==> src/rtl/ddr_addr_pkg.sv <==
// Shared types and address helpers for the DDR burst address path.
//   burst_mode_e : INCR or WRAP burst
//   burst_req_t  : host request at the default widths (32-bit address, 4-bit length)
//   wrap_legal() : true when a WRAP burst length is one the address generator supports
//   wrap_next()  : next beat address inside a wrap boundary
package ddr_addr_pkg;

  typedef enum logic {
    BURST_INCR = 1'b0,
    BURST_WRAP = 1'b1
  } burst_mode_e;

  localparam int unsigned REQ_ADDR_W = 32;
  localparam int unsigned REQ_LEN_W  = 4;

  typedef struct packed {
    logic [REQ_ADDR_W-1:0] addr;
    logic [REQ_LEN_W-1:0]  len;
    burst_mode_e           mode;
  } burst_req_t;

  // Wrap is only meaningful for 2, 4, 8 or 16 beats (len = beats-1).
  function automatic logic wrap_legal(input logic [7:0] len);
    return (len == 8'd1) || (len == 8'd3) || (len == 8'd7) || (len == 8'd15);
  endfunction

  // Bits above the boundary are kept; bits below it advance and roll over.
  // Arguments are zero-extended to 64 bits so any address width can share it.
  function automatic logic [63:0] wrap_next(input logic [63:0] addr,
                                            input logic [7:0]  len,
                                            input logic [63:0] beat_bytes);
    logic [63:0] mask;
    mask = (({56'd0, len} + 64'd1) * beat_bytes) - 64'd1;
    return (addr & ~mask) | ((addr + beat_bytes) & mask);
  endfunction

endpackage

==> src/rtl/req_fifo.sv <==
// Synchronous request FIFO with registered count.
//   clk, rst   : clock, synchronous active-high reset
//   flush      : drop all entries (push in the same cycle is discarded)
//   push, din  : write request; ignored when full
//   pop, dout  : read request; dout is the head entry (combinational read)
//   full, empty, count : occupancy, all derived from registered state
module req_fifo #(
  parameter type         T     = logic,
  parameter int unsigned DEPTH = 4
) (
  input  logic                     clk,
  input  logic                     rst,
  input  logic                     flush,
  input  logic                     push,
  input  T                         din,
  input  logic                     pop,
  output T                         dout,
  output logic                     full,
  output logic                     empty,
  output logic [$clog2(DEPTH):0]   count
);

  localparam int unsigned PW = $clog2(DEPTH);
  localparam int unsigned CW = PW + 1;

  T              mem_q [DEPTH];
  T              mem_d [DEPTH];
  logic [PW-1:0] wr_ptr_q, wr_ptr_d;
  logic [PW-1:0] rd_ptr_q, rd_ptr_d;
  logic [CW-1:0] count_q, count_d;
  logic          do_push, do_pop;

  always_comb begin
    full    = (count_q == CW'(DEPTH));
    empty   = (count_q == '0);
    count   = count_q;
    dout    = mem_q[rd_ptr_q];
    do_push = push && !full && !flush;
    do_pop  = pop && !empty && !flush;

    mem_d    = mem_q;
    wr_ptr_d = wr_ptr_q;
    rd_ptr_d = rd_ptr_q;
    count_d  = count_q;

    if (flush) begin
      wr_ptr_d = '0;
      rd_ptr_d = '0;
      count_d  = '0;
    end else begin
      if (do_push) begin
        mem_d[wr_ptr_q] = din;
        wr_ptr_d        = wr_ptr_q + 1'b1;
      end
      if (do_pop) begin
        rd_ptr_d = rd_ptr_q + 1'b1;
      end
      case ({do_push, do_pop})
        2'b10:   count_d = count_q + 1'b1;
        2'b01:   count_d = count_q - 1'b1;
        default: count_d = count_q;
      endcase
    end
  end

  always_ff @(posedge clk) begin
    mem_q <= mem_d;
    if (rst) begin
      wr_ptr_q <= '0;
      rd_ptr_q <= '0;
      count_q  <= '0;
    end else begin
      wr_ptr_q <= wr_ptr_d;
      rd_ptr_q <= rd_ptr_d;
      count_q  <= count_d;
    end
  end

endmodule

==> src/rtl/addr_burst_queue.sv <==
// Queues burst requests and expands each into per-beat DDR column addresses.
//   clk, rst            : clock, synchronous active-high reset
//   flush               : drop queued requests and the burst in progress
//   in_valid/in_ready   : request handshake; in_addr, in_len (beats-1), in_wrap
//   out_valid/out_ready : beat handshake; out_addr, out_last
//   busy                : queue non-empty or burst in progress
module addr_burst_queue
  import ddr_addr_pkg::*;
#(
  parameter int unsigned ADDR_W     = 32,
  parameter int unsigned LEN_W      = 4,
  parameter int unsigned DEPTH      = 4,
  parameter int unsigned BEAT_BYTES = 8
) (
  input  logic              clk,
  input  logic              rst,
  input  logic              flush,
  input  logic              in_valid,
  output logic              in_ready,
  input  logic [ADDR_W-1:0] in_addr,
  input  logic [LEN_W-1:0]  in_len,
  input  logic              in_wrap,
  output logic              out_valid,
  input  logic              out_ready,
  output logic [ADDR_W-1:0] out_addr,
  output logic              out_last,
  output logic              busy
);

  typedef struct packed {
    logic [ADDR_W-1:0] addr;
    logic [LEN_W-1:0]  len;
    burst_mode_e       mode;
  } req_t;

  typedef enum logic {
    IDLE  = 1'b0,
    BURST = 1'b1
  } state_e;

  state_e            state_q, state_d;
  logic [ADDR_W-1:0] addr_q, addr_d;
  logic [LEN_W-1:0]  len_q, len_d;
  logic [LEN_W-1:0]  beat_cnt_q, beat_cnt_d;
  burst_mode_e       mode_q, mode_d;

  req_t                  in_req, head;
  logic                  fifo_full, fifo_empty;
  logic [$clog2(DEPTH):0] fifo_count;
  logic                  push, load, beat_done;
  logic [ADDR_W-1:0]     next_addr;

  // Wrap legality is resolved once at push so the pop side only sees a mode.
  always_comb begin
    in_req.addr = in_addr;
    in_req.len  = in_len;
    in_req.mode = (in_wrap && wrap_legal(8'(in_len))) ? BURST_WRAP : BURST_INCR;
    in_ready    = !fifo_full;
    push        = in_valid && !fifo_full && !flush;
  end

  req_fifo #(
    .T     (req_t),
    .DEPTH (DEPTH)
  ) u_fifo (
    .clk   (clk),
    .rst   (rst),
    .flush (flush),
    .push  (push),
    .din   (in_req),
    .pop   (load),
    .dout  (head),
    .full  (fifo_full),
    .empty (fifo_empty),
    .count (fifo_count)
  );

  always_comb begin
    state_d    = state_q;
    addr_d     = addr_q;
    len_d      = len_q;
    beat_cnt_d = beat_cnt_q;
    mode_d     = mode_q;

    out_valid = (state_q == BURST);
    out_addr  = addr_q;
    out_last  = out_valid && (beat_cnt_q == len_q);
    busy      = (fifo_count != '0) || (state_q == BURST);
    beat_done = out_valid && out_ready;

    if (mode_q == BURST_WRAP) begin
      next_addr = ADDR_W'(wrap_next(64'(addr_q), 8'(len_q), 64'(BEAT_BYTES)));
    end else begin
      next_addr = addr_q + ADDR_W'(BEAT_BYTES);
    end

    // Loading on the last accepted beat keeps back-to-back bursts gap-free.
    load = !flush && !fifo_empty && ((state_q == IDLE) || (beat_done && out_last));

    if (flush) begin
      state_d    = IDLE;
      beat_cnt_d = '0;
    end else if (load) begin
      state_d    = BURST;
      addr_d     = head.addr;
      len_d      = head.len;
      mode_d     = head.mode;
      beat_cnt_d = '0;
    end else if (beat_done) begin
      if (out_last) begin
        state_d = IDLE;
      end else begin
        beat_cnt_d = beat_cnt_q + 1'b1;
        addr_d     = next_addr;
      end
    end
  end

  always_ff @(posedge clk) begin
    if (rst) begin
      state_q    <= IDLE;
      addr_q     <= '0;
      len_q      <= '0;
      beat_cnt_q <= '0;
      mode_q     <= BURST_INCR;
    end else begin
      state_q    <= state_d;
      addr_q     <= addr_d;
      len_q      <= len_d;
      beat_cnt_q <= beat_cnt_d;
      mode_q     <= mode_d;
    end
  end

endmodule

==> config.mk <==
export PLATFORM = sky130hd
export DESIGN_NAME = addr_burst_queue
export DESIGN_NICKNAME = d
export VERILOG_FILES = /design/src/rtl/ddr_addr_pkg.sv /design/src/rtl/req_fifo.sv /design/src/rtl/addr_burst_queue.sv
export SDC_FILE = /design/constraint.sdc
export NUM_CORES = 1
export LEC_CHECK = 0
export BUFFER_PORTS_ARGS = -buffer_cell sky130_fd_sc_hd__buf_2
export CAP_MARGIN = 10
export CORE_UTILIZATION = 59
export DETAILED_ROUTE_END_ITERATION = 12
export PLACE_DENSITY = 0.79
export SETUP_SLACK_MARGIN = 0.05
export SKIP_CTS_REPAIR_TIMING = 1
export SLEW_MARGIN = 20
export SYNTH_ARGS = -nofsm -noshare
export SYNTH_HDL_FRONTEND = slang
export SYNTH_SLANG_ARGS = --single-unit
==> constraint.sdc <==
create_clock -name clk -period 3.6 [get_ports clk]
set_input_delay 0.18 -clock clk [delete_from_list [all_inputs] [get_ports clk]]
set_output_delay 0.18 -clock clk [all_outputs]
set_load 0.03 [all_outputs]
* Word-level counts from Yosys, hierarchy flattened
Cells that the tools add are included.
** Storage, ports and cells
- Flip-flop bits (word level) :: 197
- Logic and storage cells :: 98
** Operators by class
- Add/subtract/negate cells :: 9
- Magnitude comparators :: 3
- Equal/unequal tests :: 9
- Multiplexer cells :: 15
- Bitwise operators :: 9
- Reductions and logical operators :: 33
** Operators with widths (number)
- $bwmux 148 :: 1
- $mux 32 :: 4
- $mux 37 :: 3
- $bmux 37 s2 :: 1
- $demux 37 s2 :: 1
- $add 32x4->32 const B :: 2
- $and 32x32->32 :: 2
- $not 32->32 :: 1
- $or 32x32->32 :: 1
- $logic_and 1x1->1 :: 13
- $sub 8x1->9 const B :: 1
- $reduce_and 2->1 :: 4
- $ge 3x3->1 const B :: 2
- $not 2->3 :: 2
- $pmux 3 s2 :: 1
- $reduce_bool 2->1 :: 3
- $add 4x1->5 const B :: 1
- $logic_or 1x1->1 :: 5
- $add 2x1->2 const B :: 2
- $add 4x1->4 const B :: 1
- $eq 4x1->1 const B :: 1
- $eq 4x2->1 const B :: 1
- $eq 4x3->1 const B :: 1
- $eq 4x4->1 :: 1
- 16 further kinds :: 23

* Longest topological paths before layout
- Depth after elaboration :: 9
- Gate-level depth with buffers :: 13

* Hierarchy
Synthesis repeated with hierarchy kept, for this count alone.
** Second synthesis, totals
- Cells, all modules :: 603
- Area total of the unflattened synthesis :: 8476.9 µm²
** Modules (own cells, without submodules)
- req_fifo :: times used 1, cells an instance 248, area an instance 5803.1 µm²
- addr_burst_queue :: times used 1, cells an instance 355, area an instance 2673.8 µm²

* Least setup slack after synthesis
OpenSTA, ideal clock, no wires.
- Path type :: reg2reg
- From :: register state_q (netlist: out_valid)
- To :: register u_fifo.count_q[2] (netlist: u_fifo.count[2])
- Library setup time :: 0.070 ns
- Arrival time :: 2.770 ns
- Path slack :: 0.759 ns
- Stages on the path, launching flop included :: 13
- Clock period less this slack :: 2.841 ns
- Cells stage by stage :: dfxtp_1 clkbuf_1 and3_1 a41oi_2 inv_1 buf_2 buf_2 ha_1 inv_1 fa_1 xor2_1 or3_1 a21oi_1
** Between the ends
- Word-level cells in the longest chain between the ends :: 8
** RTL lines
- start, declared :: RTL line addr_burst_queue.sv:41 : state_e state_q, state_d;
- start signal, assigned :: RTL line addr_burst_queue.sv:127 : state_q <= state_d;
- $logic_and 1x1->1, on equally long branches :: RTL line addr_burst_queue.sv:89, addr_burst_queue.sv:87
- $logic_and 1x1->1 :: RTL line addr_burst_queue.sv:98 : load = !flush && !fifo_empty && ((state_q == IDLE) || (beat_done && out_last));
- $logic_or 1x1->1 * :: RTL line addr_burst_queue.sv:98
- $logic_and 1x1->1 * :: RTL line addr_burst_queue.sv:98
- $logic_and 1x1->1 * (2 in a row) :: RTL line req_fifo.sv:39 : do_pop = pop && !empty && !flush;
- via u_fifo.do_pop :: RTL line req_fifo.sv:31 : logic do_push, do_pop;
- $eq 2x1->1 / $eq 2x2->1 (equally long branches) :: RTL line req_fifo.sv:58 : case ({do_push, do_pop})
- $pmux 3 s2 / $reduce_bool 2->1 (equally long branches)
- end signal, assigned :: RTL line req_fifo.sv:75 : count_q <= count_d;
- end, declared :: RTL line req_fifo.sv:30 : logic [CW-1:0] count_q, count_d;
The timed path passes the listed nets; every way through them passes the cells marked *.
A chain may end at the register's enable or synchronous reset.

* Worst setup path in the final report
- From :: register len_q[0]
- To :: register u_fifo.count_q[2] (netlist: u_fifo.count[2])
** Between the ends
- Word-level cells in the longest chain between the ends :: 9
** RTL lines
- start, declared :: RTL line addr_burst_queue.sv:43 : logic [LEN_W-1:0] len_q, len_d;
- start signal, assigned :: RTL line addr_burst_queue.sv:129 : len_q <= len_d;
- $eq 4x4->1 * :: RTL line addr_burst_queue.sv:87 : out_last = out_valid && (beat_cnt_q == len_q);
- $logic_and 1x1->1 * :: RTL line addr_burst_queue.sv:87
- $logic_and 1x1->1 * :: RTL line addr_burst_queue.sv:98
- $logic_or 1x1->1 * :: RTL line addr_burst_queue.sv:98
- $logic_and 1x1->1 * :: RTL line addr_burst_queue.sv:98
- $logic_and 1x1->1 * (2 in a row) :: RTL line req_fifo.sv:39
- $eq 2x1->1 / $eq 2x2->1 (equally long branches) :: RTL line req_fifo.sv:58
- $pmux 3 s2 / $reduce_bool 2->1 (equally long branches)
Every way passes the cells marked *; elsewhere a longest branch is shown, timed or not.

==> results.yml <==
power_and_ir_drop:
  cellPowerDensity_nw_per_um2: 472
  ir_drop_mv: 0.341
  leakagePower_nw: 3.29
  power_mw: 4.57
sta:
  period_needed_ps: 2680
  final_worst_path_period_share_pct: 74.5
  clock_skews_ps: 7.11
  timing.slew.headroom_pct: 27.7
  slew_viol_final: 0
  final.setup.tns_ps: 0
  hold_violations: 0
  setup_repair_after_global_routing_missed_its_margin: "no"
  max_freq_mhz: 373
  tightestPinTransition_ps: 1080
  report.final.setup_viol: 0
critical_path:
  path_class: "flip-flop to flip-flop"
  cpMaxStageDelayCell: "dfxtp_1"
  cp.arrival_ps: 3040
  critical_path.top_delay_family: "simple AND/OR/NAND/NOR gates"
  reg2reg_setup_slack_ps: 920
  worst_path_most_repeated_cell: "inv_1"
  critPathMaxStageDelay_ps: 520
  r2r_start: "len_q[0]$_SDFFE_PP0P_"
  crit_required_ps: 3960
  critical_path.endpoint_type: "flip-flop"
  r2r-end: "u_fifo.count[2]$_SDFFE_PP0P_"
  reg2reg_depth: 10
  crit_path_max_fanout: 8
  path_cells: "xor2_2, nor3_1, a41oi_4, inv_1, ha_1, inv_1, fa_1, xor2_1, or3_1, a21oi_1"
  worst_setup_path_start_kind: "flip-flop"
  worst-path-buf-inv: 2
hold_path:
  worstHoldStart: "in_valid"
  holdPathStages: 3
  worst_hold_path_type: "input pin to flip-flop"
  hold_path_end: "u_fifo.wr_ptr_q[1]$_SDFFE_PP0P_"
synthesis:
  synth-edff-count: 148
  synth.yosys.seq_area_share_pct: 66.3
  synth_warnings: 0
  synth.cell_area_um2: 8180
  number_of_nets_produced_by_synthesis: 598
  synth.avg_cell_area_um2: 15.0
  netlist_instances: 547
  synth.distinct_cells: 53
  asyncSetResetFlopFracSynth_pct: 0
  yosys_most_used_dff: "edfxtp_1"
  synth-seq-cells: 197
routing:
  postRouteWirelength_mm: 17.2
  wl_per_cell_um: 20.3
  drc_errors: 0
  drtPass1Iterations: 5
  via_per_inst: 6.06
  vias: 5141
  final_antenna_net_count: 0
  drt-initial-drc-count: 408
grt:
  grt_pass1_vias: 5067
  maximum_number_of_pins_on_one_net_before_global_route_repair: 51
  number_of_antenna_violations_at_the_first_check_in_global_routing: 0
  global_route.overflow_total: 0
  grt.total_usage_pct: 25.1
  grt_first_pass_wirelength_mm: 26.3
place:
  buffer_ports.inserted: 77
  detailed_place_hpwl_mm: 10.5
  placed_cell_area_um2: 8740
  place.gp.congestion: 0.860
clock_network:
  ctsLongestPathBuffers: 2
  path_clk_slew_ps: 70
  cts_tree: "built"
  cts-root-buf: "clkbuf_16"
  clock_tree_sinks: 197
  htree_num_levels: 4
  clock_insertion_delay_worst_skew_ps: 430
  tritoncts.num_buffers: 17
final_layout:
  antenna_cells_inserted: 0
  finalNetCount: 710
  layout-drive-gt1-share_pct: 25.0
  areaGrowthSynthToFinish_pct: 18.3
  layout.cell_area.non_filler_um2: 9680
floorplan:
  core_area_um2: 13400
  die-area_um2: 14300
  die_w_um: 120
  fp.dieH_um: 120
  initial_utilization_pct: 61.0
  std_cell_rows: 42
  ioPinCount: 78
run:
  cap_viol_max_count: 0
run_status:
  result_of_the_run: "completed"
-- cells by family after synthesis --
kind of cell             synth area share, %
AO/OA/AOI/OAI                           5.48
flip-flops                              66.3
XOR/XNOR                                3.27
buffers and inverters                   1.96
AND/OR/NAND/NOR                         10.5
adder cells (fa/ha/maj)                 1.47
multiplexers                            11.0
-- metal layers --
metal  share of wire (%)  routed length, µm  track usage, %  vias to the layer above
li1                    -                  -               -                     2324
met1                  40               6810            30.4                     2552
met2                  51               8720            40.9                      221
met3                 6.1               1060            6.51                       44
met4                 3.4                586            14.4                        0
met5                   0                  0               0                        -
-- Yosys cell counts (5+ instances only) --
cell      instances  area, µm²
a211oi_1         17        128
a21oi_1          23        115
a31oi_1           5       31.3
and2_1            6       37.5
and3_1            5       31.3
buf_2             5       25.0
clkbuf_1         16       60.1
dfxtp_1          49        981
edfxtp_1        148       4440
ha_1              8        100
inv_1            11       41.3
mux4_2           37        833
nand2_1          43        161
nand2b_1          6       37.5
nand3_1          17       85.1
nand4_1          13       81.3
nor2_1           39        146
nor3_1           10       50.1
o21ai_0           6       30.0
or3_1             5       31.3
xnor2_1           8       70.1
xor2_1           17        149
-- per-stage QoR --
stage | setup WS [ps] | hold slack [ps] | util (%) | std cells
after floorplan | 759 | 279 | - | 547
after global placement | 1140 | 389 | 65.2 | 779
after detailed placement | 983 | 398 | 65.2 | 779
after CTS | 934 | -54.8 | 69.4 | 811
after global routing | 754 | 23.0 | 72.2 | 848
final | 919 | 17.4 | 72.2 | 848
-- cell usage in the layout, fill, tap and decap left out, drive strengths merged, types with 11 or more instances in the layout --
master	count
xor2	20
nand2	43
a21oi	23
buf	84
inv	11
nor2	39
edfxtp	148
dfxtp	49
mux4	37
nand4	13
dlygate4sd3	36
a211oi	18
clkbuf	22
nor3	12
nand3	17
-- power by group --
group / total, mW / switching [mW] / internal, mW
Clock: 1.78 / 0.773 / 1.00
Combinational: 0.268 / 0.155 / 0.113
Sequential: 2.52 / 0.0330 / 2.49
-- final cells by class --
cell class | count | area, µm²
fill | 866 | 3720
clock buffer | 22 | 475
tap | 176 | 220
multi-input combinational | 312 | 2610
clock inverter | 10 | 80.1
inverter | 11 | 41.3
sequential | 197 | 5430
timing repair buffer | 120 | 823
-- worst reg2reg max path: stages, from the launching register on --
cell and delay, ps:
dfxtp_1 520, xor2_2 150, nor3_1 460, a41oi_4 170, inv_1 100, ha_1 190, inv_1 60, fa_1 370
xor2_1 160, or3_1 300, a21oi_1 140
-- how the worst max path moves through the flow --
| stage | from | to | slack, ps | cells after the start |
|---|---|---|---|---|
| after global routing | len_q[2]$_SDFFE_PP0P_ | u_fifo.count[2]$_SDFFE_PP0P_ | 750 | 10 |
| after CTS | len_q[0]$_SDFFE_PP0P_ | u_fifo.count[2]$_SDFFE_PP0P_ | 930 | 10 |
| final | len_q[0]$_SDFFE_PP0P_ | u_fifo.count[2]$_SDFFE_PP0P_ | 920 | 10 |
| after detailed placement | len_q[0]$_SDFFE_PP0P_ | u_fifo.count[2]$_SDFFE_PP0P_ | 980 | 10 |
| after global placement | len_q[0]$_SDFFE_PP0P_ | u_fifo.count[2]$_SDFFE_PP0P_ | 1140 | 10 |
| after floorplan | out_valid$_SDFFE_PP0P_ | u_fifo.count[2]$_SDFFE_PP0P_ | 760 | 12 |
Power figures use the tool's default switching activity.
